**config.mk**
```make
export PLATFORM = sky130hd
export DESIGN_NAME = dac_point_sequencer
export DESIGN_NICKNAME = d
export VERILOG_FILES = /design/src/rtl/vector_pkg.sv /design/src/rtl/point_fifo.sv /design/src/rtl/dac_point_sequencer.sv
export SDC_FILE = /design/constraint.sdc
export NUM_CORES = 1
export LEC_CHECK = 0
export BUFFER_PORTS_ARGS = -buffer_cell sky130_fd_sc_hd__buf_4
export CAP_MARGIN = 0
export CELL_PAD_IN_SITES_DETAIL_PLACEMENT = 0
export CELL_PAD_IN_SITES_GLOBAL_PLACEMENT = 1
export CORE_MARGIN = 4
export CORE_UTILIZATION = 56
export CTS_CLUSTER_SIZE = 10
export DETAILED_ROUTE_END_ITERATION = 7
export PLACE_DENSITY_LB_ADDON = 0.1
export SLEW_MARGIN = 20
export SYNTH_ARGS = -nofsm -noshare
export SYNTH_HDL_FRONTEND = slang
export SYNTH_SLANG_ARGS = --single-unit
```
**constraint.sdc**
```tcl
create_clock -name clk -period 9.1 [get_ports clk]
set_input_delay 0.455 -clock clk [delete_from_list [all_inputs] [get_ports clk]]
set_output_delay 0.455 -clock clk [all_outputs]
set_load 0.01 [all_outputs]
```
**src/rtl/vector_pkg.sv**
```systemverilog
// Shared types for the vector display path: DAC sample width, point record
// and the point sequencer state encoding.
package vector_pkg;

  localparam int DAC_W = 12;

  typedef struct packed {
    logic [DAC_W-1:0] x;
    logic [DAC_W-1:0] y;
  } point_t;

  typedef enum logic [2:0] {
    ST_IDLE,
    ST_SEND_X,
    ST_HOLD_X,
    ST_SEND_Y,
    ST_HOLD_Y,
    ST_DWELL
  } seq_state_t;

endpackage

```
**src/rtl/point_fifo.sv**
```systemverilog
// Synchronous point FIFO: registered occupancy, no fall-through, so a word
// written on one edge is first readable in the following cycle.
module point_fifo #(
  parameter int DEPTH = 16,
  parameter int WIDTH = 40
) (
  input  logic                     clk,
  input  logic                     reset,
  input  logic                     push,
  input  logic [WIDTH-1:0]         wr_data,
  input  logic                     pop,
  output logic [WIDTH-1:0]         rd_data,
  output logic                     full,
  output logic                     empty,
  output logic [$clog2(DEPTH):0]   level
);

  localparam int AW = $clog2(DEPTH);
  localparam logic [AW:0] LVL_FULL = (AW+1)'(DEPTH);

  logic [WIDTH-1:0] mem [DEPTH];
  logic [AW-1:0]    wr_ptr;
  logic [AW-1:0]    rd_ptr;
  logic             do_push;
  logic             do_pop;

  // Full is judged on the registered level, so a same-cycle pop never opens the input.
  assign full    = (level == LVL_FULL);
  assign empty   = (level == '0);
  assign do_push = push && !full;
  assign do_pop  = pop && !empty;
  assign rd_data = mem[rd_ptr];

  always_ff @(posedge clk or negedge reset) begin
    if (!reset) begin
      wr_ptr <= '0;
      rd_ptr <= '0;
      level  <= '0;
    end else begin
      if (do_push) wr_ptr <= wr_ptr + 1'b1;
      if (do_pop)  rd_ptr <= rd_ptr + 1'b1;
      case ({do_push, do_pop})
        2'b10:   level <= level + 1'b1;
        2'b01:   level <= level - 1'b1;
        default: level <= level;
      endcase
    end
  end

  always_ff @(posedge clk) begin
    if (do_push) mem[wr_ptr] <= wr_data;
  end

endmodule

```
**src/rtl/dac_point_sequencer.sv**
```systemverilog
// Buffers (x, y) points and issues each one to the MCP4922 driver as an
// X write, a Y write and a programmable dwell.
module dac_point_sequencer
  import vector_pkg::*;
#(
  parameter int FIFO_DEPTH = 16,
  parameter int DWELL_W    = 16
) (
  input  logic                          clk,
  input  logic                          reset,
  input  logic                          enable,
  input  logic                          pt_valid,
  output logic                          pt_ready,
  input  logic [DAC_W-1:0]              pt_x,
  input  logic [DAC_W-1:0]              pt_y,
  input  logic [DWELL_W-1:0]            dwell,
  output logic [DAC_W-1:0]              dac_value,
  output logic                          dac_axis,
  output logic                          dac_strobe,
  input  logic                          dac_ready,
  output logic                          busy,
  output logic                          point_done,
  output logic [$clog2(FIFO_DEPTH):0]   fifo_level
);

  localparam int FW = 2*DAC_W + DWELL_W;

  seq_state_t         state, state_n;
  point_t             pt_q, pt_n;
  logic [DWELL_W-1:0] cnt, cnt_n;
  logic [DAC_W-1:0]   value_n;
  logic               axis_n;
  logic               strobe_n;
  logic               done_n;
  logic               pop;
  logic               fifo_full;
  logic               fifo_empty;
  logic [FW-1:0]      fifo_rd;

  point_fifo #(
    .DEPTH (FIFO_DEPTH),
    .WIDTH (FW)
  ) u_fifo (
    .clk     (clk),
    .reset   (reset),
    .push    (pt_valid),
    .wr_data ({pt_x, pt_y, dwell}),
    .pop     (pop),
    .rd_data (fifo_rd),
    .full    (fifo_full),
    .empty   (fifo_empty),
    .level   (fifo_level)
  );

  assign pt_ready = !fifo_full;
  assign busy     = (state != ST_IDLE);

  always_comb begin
    state_n  = state;
    pt_n     = pt_q;
    cnt_n    = cnt;
    value_n  = dac_value;
    axis_n   = dac_axis;
    strobe_n = 1'b0;
    pop      = 1'b0;
    case (state)
      ST_IDLE: begin
        if (enable && !fifo_empty) begin
          pop     = 1'b1;
          pt_n    = point_t'(fifo_rd[DWELL_W +: 2*DAC_W]);
          cnt_n   = fifo_rd[DWELL_W-1:0];
          state_n = ST_SEND_X;
        end
      end
      ST_SEND_X: begin
        if (dac_ready) begin
          value_n  = pt_q.x;
          axis_n   = 1'b0;
          strobe_n = 1'b1;
          state_n  = ST_HOLD_X;
        end
      end
      ST_HOLD_X: state_n = ST_SEND_Y;
      ST_SEND_Y: begin
        if (dac_ready) begin
          value_n  = pt_q.y;
          axis_n   = 1'b1;
          strobe_n = 1'b1;
          state_n  = ST_HOLD_Y;
        end
      end
      ST_HOLD_Y: state_n = ST_DWELL;
      ST_DWELL: begin
        if (cnt == '0) state_n = ST_IDLE;
        else           cnt_n   = cnt - 1'b1;
      end
      default: state_n = ST_IDLE;
    endcase
    // Registered so the pulse lands in the DWELL cycle whose count is zero.
    done_n = (state_n == ST_DWELL) && (cnt_n == '0);
  end

  always_ff @(posedge clk or negedge reset) begin
    if (!reset) begin
      state      <= ST_IDLE;
      pt_q       <= '0;
      cnt        <= '0;
      dac_value  <= '0;
      dac_axis   <= 1'b0;
      dac_strobe <= 1'b0;
      point_done <= 1'b0;
    end else begin
      state      <= state_n;
      pt_q       <= pt_n;
      cnt        <= cnt_n;
      dac_value  <= value_n;
      dac_axis   <= axis_n;
      dac_strobe <= strobe_n;
      point_done <= done_n;
    end
  end

endmodule
```
==> run_results.csv, run 1 <==
group,metric,value,unit
synth,synth-adder-area-share,0.525,%
cells_and_area,syn2layout_area_growth,13.7,%
cells_and_area,multi_input_area,6420,µm²
setup_path,reg2reg_depth,8,
synth,synthArstFlopShare,9.99,%
clock_network,cts.sinks,711,
placed_design,gp_congestion,0.874,
cells_and_area,nets,1516,
die,die_h,230,µm
placed_design,place_inst,2039,
clock_network,htreeDepth,3,
synth,synth_common_cells,"640 x edfxtp_1, 179 x mux4_2, 116 x nand2_1",
hold_path,worst_hold_path.num_cells,1,
synth,ys_seq_elements,711,
die,start_util,56.6,%
synth,synth_area_leaders,"edfxtp_1 69%, mux4_2 15%, dfrtp_1 6.4%, nand2_1 1.6%, mux2i_1 0.90%",
power,clockPowerShare,30.2,%
timing,rsz0062_at_grt,"no",
synth,dominantRegCellSynth,"edfxtp_1",
clock_network,path_clk_slew,60,ps
drt,viasPerCell,6.11,
power,pwr-share-comb,25.3,%
drt,ant_nets,0,
synth,synth_compound_area_share,2.00,%
power,power_density,309,nW/µm²
synth,synth_mux_area_share,15.9,%
setup_path,arrival,4430,ps
setup_path,slowest_stage,"buf_4",
synth,synth_cells,1353,
synth,yosys_warnings,0,
setup_path,worstPathRequired,9620,ps
drt,wl,61500,µm
cells_and_area,final_cells,2185,
clock_network,root_buffer,"clkbuf_16",
status,status,"completed",
hold_path,holdCritPathClass,"input port to flop",
synth,synth_edf_count,640,
synth,synth_xor_area_share,0.380,%
synth,synth_top_area_cell,"edfxtp_1",
timing,tightest_slew,1070,ps
global_routing,grt_pass1_wl,92000,µm
power,power_leakage,10.5,nW
timing,fmax,255,MHz
power,switchingPower,2.82,mW
global_routing,grt_pass1_vias,13957,
die,rows,81,
clock_network,post_cts_buffers,0,
drt,num_vias,13344,
setup_path,worstPathMaxFanout,59,
timing,finalHoldViolCount,0,
die,die_x,230,µm
global_routing,grt_max_degree,67,
timing,clock-skew-final,19.1,ps
setup_path,crit_chain,"buf_4, mux4_2, mux2_2, nand3_1, o2111ai_1, a2111oi_0, or4bb_1, nor4_2",
power,finalPower,9.71,mW
placed_design,dp_hpwl,30300,µm
power,peakVddDrop,0.000179,V
timing,finalCritPeriodShare,43.0,%
setup_path,critPathLaunchType,"flop",
drt,drc,0,
setup_path,path_class,"flop to flop",
timing,hold_slack,132,ps
run,cap_viol_max_count,0,
synth,synth-simple-area-share,4.03,%
synth,syn-cell-area,27700,µm²
setup_path,cp.buffers_inverters,1,
power,switching_share,29.0,%
cells_and_area,drive_gt1_share,26.4,%
placed_design,port_buffers,66,
timing,slew_headroom,28.5,%
global_routing,antenna_found_initial,1,
drt,dr.pass1.iters,5,
setup_path,crit_family,"buffers and inverters",
clock_network,clockBufferDepth,3,
setup_path,cp.depth,8,
cells_and_area,seq_area,21000,µm²
global_routing,grt_overflow_total,0,
synth,yosysMostFrequentCell,"edfxtp_1",
synth,synth_seq_area_share,75.9,%
die,dieArea,53000,µm²
power,p_int,6.89,mW
die,core,48800,µm²
die,io_pins,67,
timing,period_needed,3920,ps
synth,synth_cell_types,58,
clock_network,clk_latency,620,ps
setup_path,slowest_delay,920,ps
timing,setup_viol,0,
cells_and_area,fillers,3365,
drt,first_iter_violations,1317,
timing,setup_tns,0,ps
setup_path,critPathCaptureType,"flop",
synth,syn_nets,1409,
synth,synth.top_cell.area_share,69.5,%
clock_network,cts_tree,"yes",
clock_network,numCtsBuffers,81,
drt,wl_per_cell,28.1,µm
power,power_frac_seq,44.5,%
timing,maxSlewViolCount,0,
synth,synth_top_family_by_area,"multiplexers",
synth,avgSynthCellArea,20.4,µm²
global_routing,track_usage,23.9,%
per-stage QoR:
stage          worst slack (ps)  area (µm²)  util, %
2_1_floorplan              4630       27700        -
3_3_place_gp               5150       29000     59.4
3_5_place_dp               5130       29000     59.4
4_1_cts                    5130       31400     64.3
5_1_grt                    4950       31400     64.4
6_report                   5180       31400     64.4
worst register-to-register path: stages (launching register included):
cell and delay (ps):
dfrtp_4 790, buf_4 920, mux4_2 480, mux2_2 280, nand3_1 80, o2111ai_1 150, a2111oi_0 360, or4bb_1 560
nor4_2 220
layout make-up:
class | count | area share, %
Antenna cell | 3 | 0.0239
Clock buffer | 137 | 7.35
Multi-Input combinational cell | 554 | 20.4
Inverter | 17 | 0.203
Timing Repair Buffer | 95 | 2.34
Sequential cell | 711 | 66.8
Tap cell | 664 | 2.64
Clock inverter | 4 | 0.227
worst paths after layout:
check	start	to	slack [ps]
worst max-delay path	u_fifo.rd_ptr[2]	point_done	5180
worst min-delay path	pt_y[10]	u_fifo.mem[8][26]	130
worst max register to register	u_fifo.rd_ptr[2]	point_done	5180
worst min register to register	pt_q[3]	pt_q[3]	470
max in group asynchronous	reset	u_fifo.rd_ptr[0]	7680
min in group asynchronous	reset	u_fifo.wr_ptr[2]	190
cells by family after synthesis:
group	Yosys count
muxes	212
adders and majority gates	11
xor gates and xnor gates	12
and+or+nand+nor	236
DFF	711
AOI/OAI and AO/OA	83
buffers and inverters	88
routing by layer:
metal	track usage (%)	routed length [µm]	up-vias
met3	4.20	3400	113
met5	0	0	-
met2	39.3	30900	394
li1	-	-	5743
met1	33.9	25700	7094
met4	6.52	1460	0
cells in the final DEF, fill, tap and decap left out, types with 6 or more instances in the layout:
master and count:
buf_4 93, nor2_4 12, xnor2_1 9, o21ai_0 24, a21oi_1 11, nand2b_1 6, a22oi_1 6, nor4_1 6
nand2_1 116, clkbuf_1 52, dfrtp_1 67, nor2_1 22, inv_1 15, ha_1 10, nor2b_1 11, nand4_1 9
clkbuf_16 84, nand3_1 12, mux2i_1 25, mux2_2 7, or4_1 6, edfxtp_1 640, mux4_2 179, nor3_1 6
state kept, by name, indices dropped and copies added, names as in the netlist:
signal,flops
cnt,16
dac_axis,1
dac_strobe,1
dac_value,12
point_done,1
pt_q,24
state,3
u_fifo.level,5
u_fifo.mem,640
u_fifo.rd_ptr,4
u_fifo.wr_ptr,4
power by group through the flow:
| stage | Clock [mW] | Sequential, mW | Combinational [mW] |
|---|---|---|---|
| final | 2.93 | 4.32 | 2.46 |
| after CTS | 2.99 | 4.32 | 2.51 |
| after floorplan | 0 | 4.20 | 1.86 |
| after detailed placement | 0 | 4.38 | 2.50 |
| after global placement | 0 | 4.37 | 2.49 |
| after global routing | 3.16 | 4.36 | 2.67 |
what timing repair did:
item | CTS | global route
resized for setup | 0 | 0
hold endpoints to repair | 5 | 0
hold buffers | 1 | 0
Note: power is estimated with default switching activity, not from simulation.
==> inputs of run 2 (changes only) <==
--- a/config.mk
+++ b/config.mk
@@ -10,7 +10,7 @@
 export CELL_PAD_IN_SITES_DETAIL_PLACEMENT = 0
 export CELL_PAD_IN_SITES_GLOBAL_PLACEMENT = 1
 export CORE_MARGIN = 4
-export CORE_UTILIZATION = 56
+export CORE_UTILIZATION = 50
 export CTS_CLUSTER_SIZE = 10
 export DETAILED_ROUTE_END_ITERATION = 7
 export PLACE_DENSITY_LB_ADDON = 0.1
==> constraint.sdc (replaced) <==
create_clock -name clk -period 3.6 [get_ports clk]
set_input_delay 0.18 -clock clk [delete_from_list [all_inputs] [get_ports clk]]
set_output_delay 0.18 -clock clk [all_outputs]
set_load 0.01 [all_outputs]
==> run_results.csv, run 2 (synthesis gave the netlist of run 1 again) <==
group,metric,value,unit
status,status,"completed",
timing,period_needed,3080,ps
global_routing,grt_pass1_vias,14120,
global_routing,grt_overflow_total,0,
global_routing,track_usage,21.9,%
cells_and_area,drive_gt1_share,26.5,%
cells_and_area,largest_reg_flops,640,
timing,slew_headroom,37.8,%
setup_path,arrival,3590,ps
setup_path,crit_family,"simple AND/OR/NAND/NOR gates",
setup_path,cp.buffers_inverters,2,
global_routing,grt_max_degree,60,
cells_and_area,regMostFlops,"u_fifo.mem",
cells_and_area,final_cell_mix,"640 x edfxtp_1, 179 x mux4_2, 116 x nand2_1, 99 x buf_4, 85 x clkbuf_16",
die,core,54300,µm²
timing,finalHoldViolCount,0,
drt,dr_wl_met3,3760,µm
setup_path,worstPathMaxFanout,18,
cells_and_area,nets,1576,
setup_path,critPathLaunchType,"flop",
power,peakVddDrop,0.000461,V
global_routing,antenna_found_initial,0,
drt,viasPerCell,5.88,
die,die_h,243,µm
cells_and_area,final_cells,2313,
cells_and_area,syn2layout_area_growth,16.4,%
cells_and_area,multi_input_area,6440,µm²
run,cap_viol_max_count,0,
clock_network,root_buffer,"clkbuf_16",
drt,met1_length,28400,µm
setup_path,crit_chain,"buf_12, mux4_2, a22o_1, o21ai_0, buf_4, o311ai_0, or4bb_1, nor4_2",
cells_and_area,seq_area,21000,µm²
setup_path,slowest_delay,560,ps
placed_design,postPlaceCellArea,29400,µm²
timing,hold_slack,106,ps
cells_and_area,fillers,3951,
clock_network,htreeDepth,3,
drt,wl_per_cell,27.6,µm
clock_network,numCtsBuffers,82,
timing,tightest_slew,932,ps
die,rows,85,
hold_path,holdCritPathClass,"input port to flop",
die,dieArea,59200,µm²
clock_network,path_clk_slew,60,ps
timing,maxSlewViolCount,0,
drt,dr.pass1.iters,5,
timing,setup_tns,0,ps
drt,routed.top_layer,"met4",
drt,route.met2.wl,30700,µm
setup_path,slowest_stage,"or4bb_1",
cells_and_area,top_regs,"u_fifo.mem x640, pt_q x24, cnt x16",
die,io_pins,67,
global_routing,grt_pass1_wl,95000,µm
drt,wl,63800,µm
timing,setup_viol,0,
cells_and_area,design_area,32200,µm²
timing,finalCritPeriodShare,85.6,%
timing,rsz0062_at_grt,"no",
power,finalPower,24.8,mW
drt,ant_nets,0,
placed_design,gp_congestion,0.773,
drt,num_vias,13611,
setup_path,path_class,"flop to flop",
placed_design,place_inst,2132,
clock_network,clockBufferDepth,3,
clock_network,post_cts_buffers,0,
drt,drc,0,
power,power_density,771,nW/µm²
setup_path,critPathCaptureType,"flop",
power,power_leakage,10.8,nW
clock_network,cts_tree,"yes",
clock_network,cts.sinks,711,
placed_design,port_buffers,66,
clock_network,clk_latency,600,ps
die,die_x,243,µm
die,start_util,50.9,%
timing,clock-skew-final,15.2,ps
timing,fmax,325,MHz
placed_design,dp_hpwl,33800,µm
drt,first_iter_violations,1133,
cells_and_area,diodes,0,
cells_and_area,mostFrequentLayoutCell,"edfxtp_1",
setup_path,worstPathRequired,4110,ps
## run 2: path summary, 6_finish.rpt
path | from | to | slack, ps | cells after the start
setup / recovery | u_fifo.rd_ptr[0] | point_done | 520 | 8
hold reg to reg | pt_q[22] | pt_q[22] | 480 | 2
max in group asynchronous | reset | pt_q[16] | 2520 | 3
setup reg to reg | u_fifo.rd_ptr[0] | point_done | 520 | 8
hold / removal | pt_valid | u_fifo.wr_ptr[0] | 110 | 3
min in group asynchronous | reset | cnt[9] | 240 | 2
## run 2: report_power, final
part / switching (mW) / leakage (nW) / internal (mW)
Combinational: 3.53 / 2.96 / 3.14
Sequential: 0.654 / 6.67 / 10.1
Clock: 3.04 / 1.13 / 4.36
## run 2: per-stage QoR
step / util (%) / worst slack, ps
after floorplan: - / 204
after global placement: 54.1 / 555
after detailed placement: 54.1 / 548
after CTS: 59.2 / 530
after global routing: 59.2 / 245
final: 59.2 / 519
## run 2: repair_timing
action,CTS,global route
gates resized for setup,0,0
hold buffers,43,0
endpoints found under the hold margin,693,0
## run 2: layer usage
metal,vias to the layer above,global-route usage (%)
met5,-,0
met4,0,4.94
met3,70,3.66
met2,400,34.6
met1,7268,32.7
li1,5873,-
## run 2: tightest hold or removal path: cells and delay by family
family | cells | cell delay, ps
AND/OR/NAND/NOR | 1 | 300
XOR/XNOR | 1 | 100
buffers and inverters | 1 | 70
## run 2: area by class of cell
class / count / area share (%)
multi-input cells: 554 / 20.0
flip-flops and latches: 711 / 65.2
well taps: 739 / 2.87
inverters: 17 / 0.198
clock buffers: 134 / 7.21
clock inverters: 4 / 0.0816
repair buffers: 154 / 4.39
